--- src/rtl/uart_pkg.sv ---
// ---------------------------------------------------------------------------
// uart_pkg
// Shared types and constants for the UART transmit arbiter and the round-robin
// selector (which the RX dispatcher will also use).
//   arb_state_t : arbiter FSM states (IDLE, START, SEND)
//   UART_DATA_W : UART byte width
//   id_width()  : width of a requester index for a given requester count
// ---------------------------------------------------------------------------
package uart_pkg;

  localparam int UART_DATA_W = 8;

  typedef enum logic [1:0] {
    IDLE  = 2'd0,
    START = 2'd1,
    SEND  = 2'd2
  } arb_state_t;

  // Index width for n requesters; at least one bit so the port never collapses.
  function automatic int id_width(input int n);
    return (n > 1) ? $clog2(n) : 1;
  endfunction

endpackage

--- src/rtl/uart_rr_pick.sv ---
// ---------------------------------------------------------------------------
// uart_rr_pick
// Combinational round-robin selector. The search starts at ptr and wraps
// modulo N; the first asserted request in that order wins.
//   N, W  : number of requesters, index width
//   req   : in  [N-1:0] request vector
//   ptr   : in  [W-1:0] highest-priority index
//   valid : out any request asserted
//   idx   : out winning index (equals ptr when nothing is requested)
// ---------------------------------------------------------------------------
module uart_rr_pick #(
  parameter int N = 4,
  parameter int W = 2
) (
  input  logic [N-1:0] req,
  input  logic [W-1:0] ptr,
  output logic         valid,
  output logic [W-1:0] idx
);

  // cand[k] is the requester examined k-th in the search order.
  logic [W-1:0] cand [N];
  logic [N-1:0] hit;

  genvar gi;
  generate
    for (gi = 0; gi < N; gi++) begin : g_rot
      assign cand[gi] = W'((int'(ptr) + gi) % N);
      assign hit[gi]  = req[cand[gi]];
    end
  endgenerate

  // Scan from the back so the earliest hit in the search order is kept.
  always_comb begin
    valid = |hit;
    idx   = cand[0];
    for (int k = N - 1; k >= 0; k--) begin
      if (hit[k]) idx = cand[k];
    end
  end

endmodule

--- src/rtl/uart_tx_arbiter.sv ---
// ---------------------------------------------------------------------------
// uart_tx_arbiter
// Shares one 8N1 transmitter between N_REQ byte requesters. One requester is
// granted at a time; tx_start is held until the transmitter's (synchronized)
// busy flag rises, then the arbiter waits for busy to fall before the next
// grant. Grant priority rotates past the last served requester.
//   hclk, rst      : system clock, synchronous active-high reset
//   req            : in  [N_REQ-1:0]   requests, held until ack/err
//   req_data       : in  [8*N_REQ-1:0] byte i at [8i+7:8i]
//   ack            : out [N_REQ-1:0]   one-cycle pulse, byte taken
//   err            : out [N_REQ-1:0]   one-cycle pulse, start timed out
//   grant_id       : out current / last granted index
//   uart_tx_data   : out byte to the transmitter, held until next grant
//   uart_tx_start  : out start strobe to the transmitter
//   uart_tx_busy   : in  transmitter busy (asynchronous to hclk)
// Optional feature macro: UART_ARB_TIMEOUT_EN -- when defined, a START phase
// that sees no busy within TIMEOUT_CYCLES cycles is abandoned with err.
// Without it START waits indefinitely and err is constant zero.
// ---------------------------------------------------------------------------
module uart_tx_arbiter
  import uart_pkg::*;
#(
  parameter int N_REQ          = 4,
  parameter int TIMEOUT_CYCLES = 8192
) (
  input  logic                         hclk,
  input  logic                         rst,
  input  logic [N_REQ-1:0]             req,
  input  logic [UART_DATA_W*N_REQ-1:0] req_data,
  output logic [N_REQ-1:0]             ack,
  output logic [N_REQ-1:0]             err,
  output logic [id_width(N_REQ)-1:0]   grant_id,
  output logic [UART_DATA_W-1:0]       uart_tx_data,
  output logic                         uart_tx_start,
  input  logic                         uart_tx_busy
);

  localparam int GID_W = id_width(N_REQ);

  arb_state_t             state_reg;
  logic                   busy_meta_reg;
  logic                   busy_s_reg;
  logic [GID_W-1:0]       ptr_reg;
  logic [GID_W-1:0]       grant_reg;
  logic [UART_DATA_W-1:0] data_reg;
  logic                   start_reg;
  logic [N_REQ-1:0]       ack_reg;

  logic                   pick_valid;
  logic [GID_W-1:0]       pick_idx;
  logic [GID_W-1:0]       ptr_next;

  uart_rr_pick #(
    .N (N_REQ),
    .W (GID_W)
  ) u_pick (
    .req   (req),
    .ptr   (ptr_reg),
    .valid (pick_valid),
    .idx   (pick_idx)
  );

  // Priority moves to the requester after the one just served.
  assign ptr_next = (grant_reg == GID_W'(N_REQ - 1)) ? '0 : grant_reg + 1'b1;

`ifdef UART_ARB_TIMEOUT_EN
  // The counter holds k-1 in the k-th START cycle; firing at TIMEOUT_CYCLES-1
  // makes err visible in START cycle TIMEOUT_CYCLES+1.
  localparam logic [15:0] TIMEOUT_LIM = 16'(TIMEOUT_CYCLES - 1);
  logic [15:0]      timeout_cnt_reg;
  logic [N_REQ-1:0] err_reg;
`else
  logic unused_timeout_cfg;
  assign unused_timeout_cfg = ^(16'(TIMEOUT_CYCLES));
`endif

  always_ff @(posedge hclk) begin
    if (rst) begin
      state_reg     <= IDLE;
      busy_meta_reg <= 1'b0;
      busy_s_reg    <= 1'b0;
      ptr_reg       <= '0;
      grant_reg     <= '0;
      data_reg      <= '0;
      start_reg     <= 1'b0;
      ack_reg       <= '0;
`ifdef UART_ARB_TIMEOUT_EN
      timeout_cnt_reg <= '0;
      err_reg         <= '0;
`endif
    end else begin
      busy_meta_reg <= uart_tx_busy;
      busy_s_reg    <= busy_meta_reg;
      ack_reg       <= '0;
`ifdef UART_ARB_TIMEOUT_EN
      err_reg       <= '0;
`endif
      case (state_reg)
        IDLE: begin
          // A busy transmitter is still draining a frame (possibly one
          // started before a reset); hold off new grants until it ends.
          if (!busy_s_reg && pick_valid) begin
            data_reg  <= req_data[pick_idx*UART_DATA_W +: UART_DATA_W];
            grant_reg <= pick_idx;
            start_reg <= 1'b1;
            state_reg <= START;
`ifdef UART_ARB_TIMEOUT_EN
            timeout_cnt_reg <= '0;
`endif
          end
        end
        START: begin
          // Start stays high until busy is seen, so a transmitter on a slow
          // divided clock always catches it. Busy beats a same-cycle timeout.
          if (busy_s_reg) begin
            ack_reg[grant_reg] <= 1'b1;
            start_reg          <= 1'b0;
            ptr_reg            <= ptr_next;
            state_reg          <= SEND;
          end
`ifdef UART_ARB_TIMEOUT_EN
          else if (timeout_cnt_reg == TIMEOUT_LIM) begin
            err_reg[grant_reg] <= 1'b1;
            start_reg          <= 1'b0;
            ptr_reg            <= ptr_next;
            state_reg          <= IDLE;
          end else begin
            timeout_cnt_reg <= timeout_cnt_reg + 16'd1;
          end
`endif
        end
        SEND: begin
          if (!busy_s_reg) state_reg <= IDLE;
        end
        default: state_reg <= IDLE;
      endcase
    end
  end

  assign ack           = ack_reg;
  assign grant_id      = grant_reg;
  assign uart_tx_data  = data_reg;
  assign uart_tx_start = start_reg;

`ifdef UART_ARB_TIMEOUT_EN
  assign err = err_reg;
`else
  assign err = '0;
`endif

endmodule

--- config.mk ---
export PLATFORM = sky130hd
export DESIGN_NAME = uart_tx_arbiter
export DESIGN_NICKNAME = d
export VERILOG_FILES = /design/src/rtl/uart_pkg.sv /design/src/rtl/uart_rr_pick.sv /design/src/rtl/uart_tx_arbiter.sv
export SDC_FILE = /design/constraint.sdc
export NUM_CORES = 1
export LEC_CHECK = 0
export CAP_MARGIN = 10
export CORE_UTILIZATION = 41
export DETAILED_ROUTE_END_ITERATION = 10
export PLACE_DENSITY_LB_ADDON = 0.15
export SETUP_SLACK_MARGIN = 0.5
export SLEW_MARGIN = 0
export SYNTH_ARGS = -nofsm -noshare
export SYNTH_HDL_FRONTEND = slang
export SYNTH_HIERARCHICAL = 1
export SYNTH_SLANG_ARGS = --single-unit
--- constraint.sdc ---
create_clock -name hclk -period 3 [get_ports hclk]
set_input_delay 0.3 -clock hclk [delete_from_list [all_inputs] [get_ports hclk]]
set_output_delay 0.3 -clock hclk [all_outputs]
set_load 0.02 [all_outputs]
==> results of run 1 <==
-- path summary, 6_finish.rpt --
check                          to  depth (start not counted)          start  slack, ns
setup / recovery  uart_tx_data[1]                          7         req[3]       0.82
hold / removal         busy_s_reg                          1  busy_meta_reg       0.46
setup reg to reg  uart_tx_data[1]                          6     ptr_reg[0]       0.93
hold reg to reg        busy_s_reg                          1  busy_meta_reg       0.46
-- cell type report --
class | count | share of cell area, %
Inverter | 3 | 0.685
Sequential cell | 21 | 25.6
Clock buffer | 4 | 1.60
Tap cell | 30 | 2.28
Multi-Input combinational cell | 83 | 37.1
Timing Repair Buffer | 54 | 32.7
-- stage by stage --
| stage | setup slack, ns | instance area, um^2 | hold WS [ns] | power, mW |
|---|---|---|---|---|
| final | 0.818 | 1640 | 0.459 | 0.624 |
| after global routing | 0.704 | 1640 | 0.473 | 0.648 |
| after CTS | 0.817 | 1640 | 0.463 | 0.631 |
| after detailed placement | 0.487 | 1620 | 0.435 | 0.495 |
| after global placement | 0.562 | 1620 | 0.419 | 0.490 |
| after floorplan | 1.04 | 1100 | 0.414 | 0.409 |
-- power breakdown --
group / leakage (nW) / switching [mW] / total, mW / internal (mW)
combinational: 0.436 / 0.0732 / 0.180 / 0.107
clock: 0.0150 / 0.0852 / 0.137 / 0.0518
sequential: 0.172 / 0.0117 / 0.307 / 0.295
total: 0.623 / 0.170 / 0.624 / 0.454
-- logic make-up (layout without fill, tap and decap cells) --
| family | after synthesis | in the layout | share of synthesized area (%) |
|---|---|---|---|
| XOR/XNOR | 1 | 1 | 0.807 |
| AND/OR/NAND/NOR | 48 | 48 | 23.0 |
| AO/OA/AOI/OAI | 17 | 17 | 8.76 |
| adder cells (fa/ha/maj) | 4 | 4 | 4.61 |
| flip-flops | 21 | 21 | 38.7 |
| multiplexers | 9 | 9 | 17.5 |
| other | 1 | 4 | 0.345 |
| buffers and inverters | 13 | 61 | 6.22 |
-- cells in the mapped netlist, drive strengths merged, types with 2 or more instances --
cell    number  share of area [%]
a21oi       13                6.0
and2         4                2.3
and2b        3                2.3
buf          8                4.5
clkbuf       2               0.69
dfxtp       21                 39
ha           4                4.6
inv          3                1.0
mux4         8                 17
nand2       24                8.3
nor2         5                1.7
nor2b        2                1.2
nor3         2               0.92
o21ai        2               0.92
-- routing by layer --
layer | GRT usage [%] | vias to the layer above | share of wire (%)
met4 | 6.58 | 0 | 0.85
met5 | 0 | - | 0
met1 | 17.9 | 466 | 38
li1 | - | 490 | -
met3 | 2.30 | 2 | 4.5
met2 | 34.4 | 33 | 57
-- cells in the final DEF (no fill, tap or decap) --
cell type	instances
nor3b_1	1
buf_4	1
a2bb2oi_1	1
nand2_1	24
and3b_1	1
clkdlybuf4s50_1	53
nand3b_1	1
nor4b_2	1
inv_1	3
nor4_1	1
clkbuf_4	3
or4b_1	1
ha_1	4
a21oi_1	13
mux2i_1	1
or4_1	1
and2b_1	1
o221a_2	1
conb_1	4
and2b_2	2
xnor2_1	1
nor2_1	5
or3_1	1
mux4_2	8
o21ai_0	2
nor3_1	2
clkbuf_1	1
dfxtp_1	21
and2_1	4
nor2b_1	2
-- worst reg2reg max path, delay by kind of cell, from the launching register on --
family / cells / cell delay, ns
compound gates: 1 / 0.06
mux: 1 / 0.37
flops: 1 / 0.40
simple gates: 4 / 1.12
==> reports/qor.csv, run 1 <==
metric,value,unit
max reg flops,8,
Slew headroom,56.7,%
outcome,finished clean,
CTS H-tree depth,1,
Multi-input gate area,609,um^2
RSZ-0062 raised after global routing,false,
CTS Hold Bufs,0,
cts bufs inserted,3,
die width,53.5,um
# IOs,58,
Post-synth EDFFs,0,
Final Hold Viols,0,
residual DRC count,0,
Layout Nets,209,
Sink Count,21,
Resized cells post-CTS,0,
first-pass GRT wire length,3560,um
DRT iter0 DRCs,10,
Buf/Inv on CP,1,
max-slew violations,0,
wire length per cell,12.7,um
remaining antenna violation count,0,
Slew @ Worst Pin,0.648,ns
highest ir drop seen on vdd,258,uV
final setup vio count,0,
via count,991,
"Max FO, Critical Path",9,
die height,53.5,um
CTS tree,done,
Cell Pwr Density,380,nW/um^2
total negative slack,0,ns
clk buf depth,2,
synth warn,6,
maximum number of pins on one net before global-route repair,19,
LEAKAGE,0.623,nW
Setup crit start kind,primary input,
Post-synth ARST share,0,%
cell count after placement,191,
post-synthesis instance total,114,
die area,2860,um^2
Yosys reg bits,21,
Final Non-Filler Cells,195,
vias in the first global route,903,
core outline area,2500,um^2
postcts setup bufs,0,
Layout Skew,0.00669,ns
Final period util,72.7,%
Syn Std Cell Area,1090,um^2
Initial Util,43.4,%
port bufs,53,
CP Capture Type,register,
final core occ,65.7,%
leading register cell type out of synthesis,dfxtp_1,
drt pass-1 iters,4,
WP data arrival,2.35,ns
"Min Clock Period, post-route",2.18,ns
CP peak stage delay,0.55,ns
floorplan row count,18,
unique cell type count in the Yosys netlist,30,
placer's final routability congestion estimate,0.661,
vias per cell,5.08,
worst path required time,3.17,ns
Avg Inst Size Synth,9.53,um^2
root buffer cell,clkbuf_4,
synthesis-to-layout area growth,51.3,%
"Remaining Overflow, GRT",0,
Fmax achieved,458,MHz
DP HPWL,1960,um
sequential standard cell area,420,um^2
kind of critical path,primary input to register,
initial antenna violation count,0,
diodes inserted,0,
ratio of cells with drive above 1 in the final layout,9.70,%
HP Class,register to register,
cell family with most CP delay,compound AO/OA/AOI/OAI gates,
"Seq/Total Area, Yosys",38.7,%
Max Cap Viol,0,
FILL cells,214,
Routed WL,2490,um
CP cell instances,clkdlybuf4s50_1 > and2b_2 > o21ai_0 > o221a_2 > mux4_2 > nand2_1 > a21oi_1,
worst skew pair latency,0.30,ns
Worst-path clk slew,0.12,ns
slowest cell on the critical path,clkdlybuf4s50_1,
total global-route track usage,17.4,%
Note: power is estimated with default switching activity, not from simulation.
==> run 2, diff against run 1 <==
--- a/config.mk
+++ b/config.mk
@@ -6,7 +6,7 @@
 export NUM_CORES = 1
 export LEC_CHECK = 0
 export CAP_MARGIN = 10
-export CORE_UTILIZATION = 41
+export CORE_UTILIZATION = 38
 export DETAILED_ROUTE_END_ITERATION = 10
 export PLACE_DENSITY_LB_ADDON = 0.15
 export SETUP_SLACK_MARGIN = 0.5
==> constraint.sdc (replaced) <==
create_clock -name hclk -period 2.2 [get_ports hclk]
set_input_delay 0.22 -clock hclk [delete_from_list [all_inputs] [get_ports hclk]]
set_output_delay 0.22 -clock hclk [all_outputs]
set_load 0.02 [all_outputs]
==> reports/qor.csv, run 2 (synthesized netlist as in run 1, its figures left out) <==
metric,value,unit,change
outcome,finished clean,,
total global-route track usage,19.3,%,+1.9 points
most frequent cells in the layout,"clkdlybuf4s50_1, nand2_1, dfxtp_1",,
Worst R2R End,uart_tx_data[2],,
cts bufs inserted,3,,unchanged
CTS Hold Bufs,0,,unchanged
CP Capture Type,register,,
hold depth,2,,+1
Final Hold Viols,0,,unchanged
# IOs,58,,unchanged
die area,3080,um^2,+7.6%
worst path required time,2.40,ns,-0.77 ns
maximum number of pins on one net before global-route repair,18,,-1
max reg flops,8,,unchanged
final setup vio count,0,,unchanged
CP cell instances,and2b_1 > o21ai_1 > o221a_2 > buf_4 > buf_16 > mux4_2 > nand2_1 > a21oi_1,,
first-pass GRT wire length,4550,um,+28%
max-slew violations,0,,unchanged
die height,55.5,um,+3.7%
residual DRC count,0,,unchanged
CTS H-tree depth,1,,unchanged
port bufs,53,,unchanged
core outline area,2730,um^2,+9.4%
Layout Skew,0.00768,ns,+0.000996 ns
via count,1005,,+1.4%
CTS tree,done,,
Routed WL,2720,um,+9.3%
Worst Hold End,uart_tx_data[3],,
LEAKAGE,0.681,nW,+9.4%
Cell Pwr Density,504,nW/um^2,+33%
Hold WS,0.462,ns,+0.00247 ns
"Remaining Overflow, GRT",0,,unchanged
"commonest non-fill, non-tap cell in the layout",clkdlybuf4s50_1,,
diodes inserted,0,,unchanged
Hold Crit Start,uart_tx_data[3],,
remaining antenna violation count,0,,unchanged
slowest cell on the critical path,mux4_2,,
CP peak stage delay,0.48,ns,-0.07 ns
clk buf depth,2,,unchanged
floorplan row count,19,,+1
Final Non-Filler Cells,203,,+4.1%
DP HPWL,2120,um,+8.0%
worst skew pair latency,0.30,ns,about the same
vias per cell,4.95,,-2.6%
ratio of cells with drive above 1 in the final layout,16.9,%,+7.2 points
Layout Nets,216,,+3.3%
R2R cell count,8,,+2
initial antenna violation count,0,,unchanged
Fmax achieved,536,MHz,
Worst-path clk slew,0.12,ns,about the same
placer's final routability congestion estimate,0.721,,+9.0%
RSZ-0062 raised after global routing,true,,
vias in the first global route,977,,+8.2%
Levels on crit path,8,,+1
worst r2r src,ptr_reg[0],,
root buffer cell,clkbuf_4,,
final core occ,64.2,%,-1.6 points
cell count after placement,196,,+2.6%
Post-Place Worst Slack,-0.0237,ns,-0.511 ns
FILL cells,259,,+21%
final worst setup slack,0.336,ns,-0.482 ns
HP Class,register to register,,
drt pass-1 iters,4,,unchanged
Sink Count,21,,unchanged
"Min Clock Period, post-route",1.86,ns,
synthesis-to-layout area growth,61.5,%,
"Max FO, Critical Path",4,,-5
Buf/Inv on CP,2,,+1
Initial Util,39.7,%,-3.7 points
WP data arrival,2.06,ns,-0.29 ns
highest ir drop seen on vdd,533,uV,+110%
Max Cap Viol,0,,unchanged
die width,55.5,um,+3.7%
kind of critical path,register to register,,
Worst R2R Setup Slack,0.34,ns,-0.59 ns
cell family with most CP delay,multiplexers,,
Setup crit start kind,register,,
Final period util,84.7,%,
wire length per cell,13.4,um,+5.0%
DRT iter0 DRCs,26,,+16
## run 2: changes by cell type in the layout (fill, tap and decap cells not counted), moves of 2 or more
cell	before	now
buf_4	1	4
dfxtp_2	0	2
clkdlybuf4s50_1	53	50
dfxtp_1	21	19
buf_12	0	2
dlygate4sd2_1	0	3
## run 2: worst reg2reg max path, cell delays in order, from the launching register on
cell and delay [ns]:
dfxtp_2 0.37, and2b_1 0.19, o21ai_1 0.12, o221a_2 0.22, buf_4 0.14, buf_16 0.11, mux4_2 0.48, nand2_1 0.07
a21oi_1 0.05
## run 2: metal layers
layer  up-vias  wire (um)  track usage (%)
met5         -          0                0
met3         2        131             6.09
met1       473       1110             22.0
li1        501          -                -
met4         0         17             5.00
met2        29       1460             34.6
## run 2: repair_timing
| action | 4_1_cts | 5_1_grt |
|---|---|---|
| cloned | 1 | 0 |
| setup buffers | 2 | 0 |
| setup endpoints to repair | 8 | 8 |
| pin swaps | 5 | 2 |
| gates resized for setup | 9 | 1 |
| hold endpoints to repair | 0 | 0 |
## run 2: layout make-up
class | instances | area [um^2] | share of cell area [%]
Clock buffer | 3 | 22.5 | 1.28
Clock inverter | 1 | 5.00 | 0.285
Inverter | 3 | 11.3 | 0.642
Multi-Input combinational cell | 83 | 618 | 35.2
Sequential cell | 21 | 423 | 24.1
Tap cell | 31 | 38.8 | 2.21
Timing Repair Buffer | 61 | 636 | 36.2
## run 2: worst max path at each step
| stage | start | endpoint | slack [ns] |
|---|---|---|---|
| floorplan | ptr_reg[0] | uart_tx_data[0] | 0.45 |
| global placement | req[0] | uart_tx_data[1] | 0.01 |
| CTS | ptr_reg[0] | uart_tx_data[1] | 0.34 |
| finish | ptr_reg[0] | uart_tx_data[2] | 0.34 |
| global route | ptr_reg[0] | uart_tx_data[4] | 0.25 |
| detailed placement | req[0] | uart_tx_data[1] | -0.02 |
## run 2: where the power goes
part	switching [mW]	total [mW]	internal, mW
Sequential	0.0156	0.418	0.403
Clock	0.117	0.185	0.0678
Combinational	0.111	0.281	0.171
Total	0.243	0.884	0.641
## run 2: metrics by stage
stage	setup TNS, ns	instance area [um^2]	power (mW)
5_1_grt	0	1750	0.928
3_3_place_gp	0	1670	0.687
6_report	0	1750	0.884
2_1_floorplan	0	1110	0.562
3_5_place_dp	-0.0715	1670	0.693
4_1_cts	0	1750	0.891
